File: config.mk
export PLATFORM = sky130hd
export DESIGN_NAME = commit_fifo
export DESIGN_NICKNAME = d
export VERILOG_FILES = /design/src/rtl/commit_lockstep_checker_fifo.sv
export SDC_FILE = /design/constraint.sdc
export NUM_CORES = 1
export LEC_CHECK = 0
export CORE_ASPECT_RATIO = 1.2
export CORE_MARGIN = 1
export CORE_UTILIZATION = 37
export DETAILED_ROUTE_END_ITERATION = 7
export GPL_ROUTABILITY_DRIVEN = 0
export SLEW_MARGIN = 10
export SYNTH_ARGS = -nofsm -noshare
export SYNTH_HDL_FRONTEND = slang
export SYNTH_SLANG_ARGS = --single-unit
File: constraint.sdc
create_clock -name clk -period 6.35 [get_ports clk]
set_input_delay 1.5875 -clock clk [delete_from_list [all_inputs] [get_ports clk]]
set_output_delay 1.5875 -clock clk [all_outputs]
set_load 0.03 [all_outputs]
File: src/rtl/commit_lockstep_checker_fifo.sv
// Commit record FIFO: wrap-bit pointers, async reset, sync flush.
// A push while full is dropped unless the head pops in the same cycle.
module commit_fifo #(
    parameter int unsigned DEPTH = 8,
    parameter int unsigned W     = 8
) (
    input  logic                     clk,
    input  logic                     rst_n,
    input  logic                     flush_i,
    input  logic                     push_i,
    input  logic                     pop_i,
    input  logic [W-1:0]             din_i,
    output logic [W-1:0]             head_c,
    output logic                     empty_c,
    output logic [$clog2(DEPTH):0]   count_c
);

    localparam int unsigned AW = $clog2(DEPTH);

    logic [W-1:0] r_mem [DEPTH];
    logic [AW:0]  r_wptr;
    logic [AW:0]  r_rptr;
    logic         w_full;
    logic         w_push;
    logic         w_pop;

    assign empty_c = (r_wptr == r_rptr);
    assign w_full  = (r_wptr[AW] != r_rptr[AW]) && (r_wptr[AW-1:0] == r_rptr[AW-1:0]);
    assign count_c = r_wptr - r_rptr;
    assign head_c  = r_mem[r_rptr[AW-1:0]];
    assign w_pop   = pop_i && !empty_c;
    assign w_push  = push_i && (!w_full || w_pop);

    always_ff @(posedge clk) begin
        if (w_push) begin
            r_mem[r_wptr[AW-1:0]] <= din_i;
        end
    end

    always_ff @(posedge clk or negedge rst_n) begin
        if (!rst_n) begin
            r_wptr <= '0;
            r_rptr <= '0;
        end else if (flush_i) begin
            r_wptr <= '0;
            r_rptr <= '0;
        end else begin
            if (w_push) r_wptr <= r_wptr + (AW+1)'(1);
            if (w_pop)  r_rptr <= r_rptr + (AW+1)'(1);
        end
    end

endmodule

==> summary.txt <==
Synth
  • Synthesized instance count: 176
  • Syn avg cell area: 17.1 um^2
  • Synth async-reset ratio: 0.111
  • Synthesized area: 0.00302 mm^2
  • Post-synth EDFFs: 64
  • Synth Net Count: 195
  • Synth warn: 0
  • Top FF cell, synth: edfxtp_1
  • Flops & latches, synth: 72
  • Distinct cells, synth: 33
  • Post-synthesis sequential area ratio: 0.703

STA
  • Final setup violation count: 0
  • Slew Limit Fails: 0
  • Worst-Margin Slew: 1.00 ns
  • Fmax: 0.221 GHz
  • Final period demand of the worst path: 4.52 ns
  • Relative slew slack: 0.325
  • Final hold slack: 0.647 ns
  • Hold Violations, Final: 0
  • Fin Setup TNS: 0 ns
  • Crit share post-route: 0.711
  • RSZ-0062 raised after global routing: no
  • Skew final: 0.00694 ns

Clocking
  • Post-CTS Setup Inserts: 0
  • TritonCTS buffer count: 9
  • Worst skew pair latency: 0.33 ns
  • Post-CTS Resized: 0
  • Sinks on Clock Net: 72
  • H-tree Lvls: 3
  • CTS tree: built
  • Hold_buf cts: 0
  • Clock buffer depth: 2
  • Clock Root Buffer: clkbuf_8
  • Worst-path clk slew: 0.07 ns

Floorplanning
  • Die area: 0.00852 mm^2
  • Row cnt: 35
  • Core Box Area: 0.00779 mm^2
  • DIE HEIGHT: 101 um
  • Initial Util: 0.387
  • Die X: 84.4 um
  • Io pins: 26

Global routing
  • GR Util All Layers: 0.147
  • Met1 usage: 0.190
  • Vias in the first global route: 1632
  • Grt met3 use: 0.0360
  • First-pass GRT wire length: 8.87 mm
  • Met2 Use GR: 0.227
  • Antenna violations before repair: 0
  • Grt total ovfl: 0
  • Largest net degree at the start of global routing: 22
  • Most Used Layer, Global Route: met2

Critical path
  • Reg2Reg Depth: 6
  • CP startpoint kind: flop
  • Critical path buffers and inverters: 2
  • Critical Path Stages: 6
  • Worst path required time: 4.76 ns
  • Slowest CP cell: dfrtp_1
  • Reg-to-reg setup timing slack: 3.24 ns
  • Critical path type: flop to output port
  • CP Capture Type: output port
  • Max FO, Critical Path: 21
  • Worst Path Arrival: 2.93 ns
  • Worst flop-to-flop path endpoint: r_mem[2][5]
  • Crit-path max cell delay: 1.01 ns
  • Critical path launch point: r_rptr[1]
  • Critical Path, Cell by Cell: inv_1, ha_1, a21o_1, a21oi_1, xnor2_1, clkdlybuf4s50_1
  • Critical Path Sink: count_c[3]
  • FF-to-FF Start: r_rptr[1]
  • Top delay family on crit path: flip-flops

Power and ir drop
  • Sequential Power Share: 0.463
  • LEAKAGE: 1.25 nW
  • P_int: 872 uW
  • Switching share of total power: 0.260
  • Max IR drop VDD: 171 uV
  • Clock power share: 0.319
  • PD cells: 327 mW/mm^2
  • Gate power share: 0.219
  • Psw: 306 uW

Route
  • Via-per-instance ratio: 5.11
  • WL/cell: 18.0 um
  • Antenna Violating Nets Remaining: 0
  • DRC violations left: 4
  • Via count: 1573
  • Final WL: 5.54 mm
  • Pre-antenna DRT Iters: 6
  • Drt first-iter violations: 82

Hold path
  • Worst min path class: flop to flop

Finish
  • Ant. Diodes: 0
  • Most common cell after layout, fill and taps aside: edfxtp_1
  • Fillers: 683
  • Most frequent cells in the layout: 64 x edfxtp_1, 26 x nand2_1, 25 x clkdlybuf4s50_1, 16 x mux4_2, 10 x nor2_1
  • Layout area overhead: 19.4%
  • Final #Nets: 230
  • Layout cells sized above 1: 0.190

Placement
  • Hpwl dp: 3.46 mm
  • Buffers on Ports: 25

Run status
  • Violated checks: DRC
  • Status: complete, but fails checks

Run
  • Maxcap violations: 0
-- routing by layer --
metal  up-vias  wire (um)
met3        10        228
li1        739          -
met1       783       2560
met2        41       2600
met5         -          0
met4         0        144
-- tightest hold or removal path: stages, from the launching register on --
cell and delay [ns]:
dfrtp_1 0.44, xor2_1 0.09, nor2_1 0.08
-- worst min-delay path by stage --
| stage | from | end | slack, ns | cells past startpoint |
|---|---|---|---|---|
| floorplan | r_rptr[3] | r_rptr[3] | 0.59 | 2 |
| global placement | r_rptr[3] | r_rptr[3] | 0.61 | 2 |
| detailed placement | r_rptr[3] | r_rptr[3] | 0.63 | 2 |
| CTS | r_rptr[3] | r_rptr[3] | 0.65 | 2 |
| global route | r_wptr[3] | r_wptr[3] | 0.67 | 2 |
| finish | r_rptr[3] | r_rptr[3] | 0.65 | 2 |
-- stage by stage --
stage | instances | utilization | area [um^2] | power (mW) | worst slack [ns]
4_1_cts | 308 | 0.462 | 3600 | 1.19 | 1.79
5_1_grt | 308 | 0.462 | 3600 | 1.23 | 1.64
6_report | 308 | 0.462 | 3600 | 1.18 | 1.83
3_5_place_dp | 292 | 0.436 | 3400 | 0.815 | 2.17
2_1_floorplan | 176 | - | 3020 | 0.727 | 2.92
3_3_place_gp | 292 | 0.436 | 3400 | 0.815 | 2.19
-- cell usage after synthesis, drive strengths merged (3+ instances only) --
cell type	instances	area, um^2
xor2	3	26.3
buf	4	28.8
xnor2	6	60.1
nand3	3	20.0
inv	7	26.3
ha	5	62.6
mux4	16	360
o21ai	3	15.0
nand2	26	97.6
edfxtp	64	1920
dfrtp	8	200
nor2	10	37.5
nor3	4	25.0
-- final cells by class --
class,count,area (um^2),area share
clock buffer,12,135,0.0375
clock inverter,4,68.8,0.0191
inverter,7,26.3,0.00729
multi-input combinational,91,850,0.236
sequential,72,2120,0.589
tap,92,115,0.0319
timing repair buffer,30,288,0.0798
-- kinds of logic after synthesis --
kind of cell | share of synthesized area
buffers and inverters | 0.0211
muxes | 0.126
adders and majority gates | 0.0274
AOI/OAI and AO/OA | 0.0207
xor gates and xnor gates | 0.0286
DFF | 0.703
and+or+nand+nor | 0.0730
-- power groups by stage --
stage               logic [mW]  registers (mW)  clock network (mW)
finish                   0.257           0.545               0.375
global route             0.279           0.547               0.405
CTS                      0.261           0.545               0.384
detailed placement       0.260           0.555                   0
global placement         0.260           0.555                   0
floorplan                0.182           0.545                   0
-- state kept, by name, summed over array words and instances, names as in the netlist --
signal	cells
r_mem	64
r_rptr	4
r_wptr	4
Power figures use the tool's default switching activity.
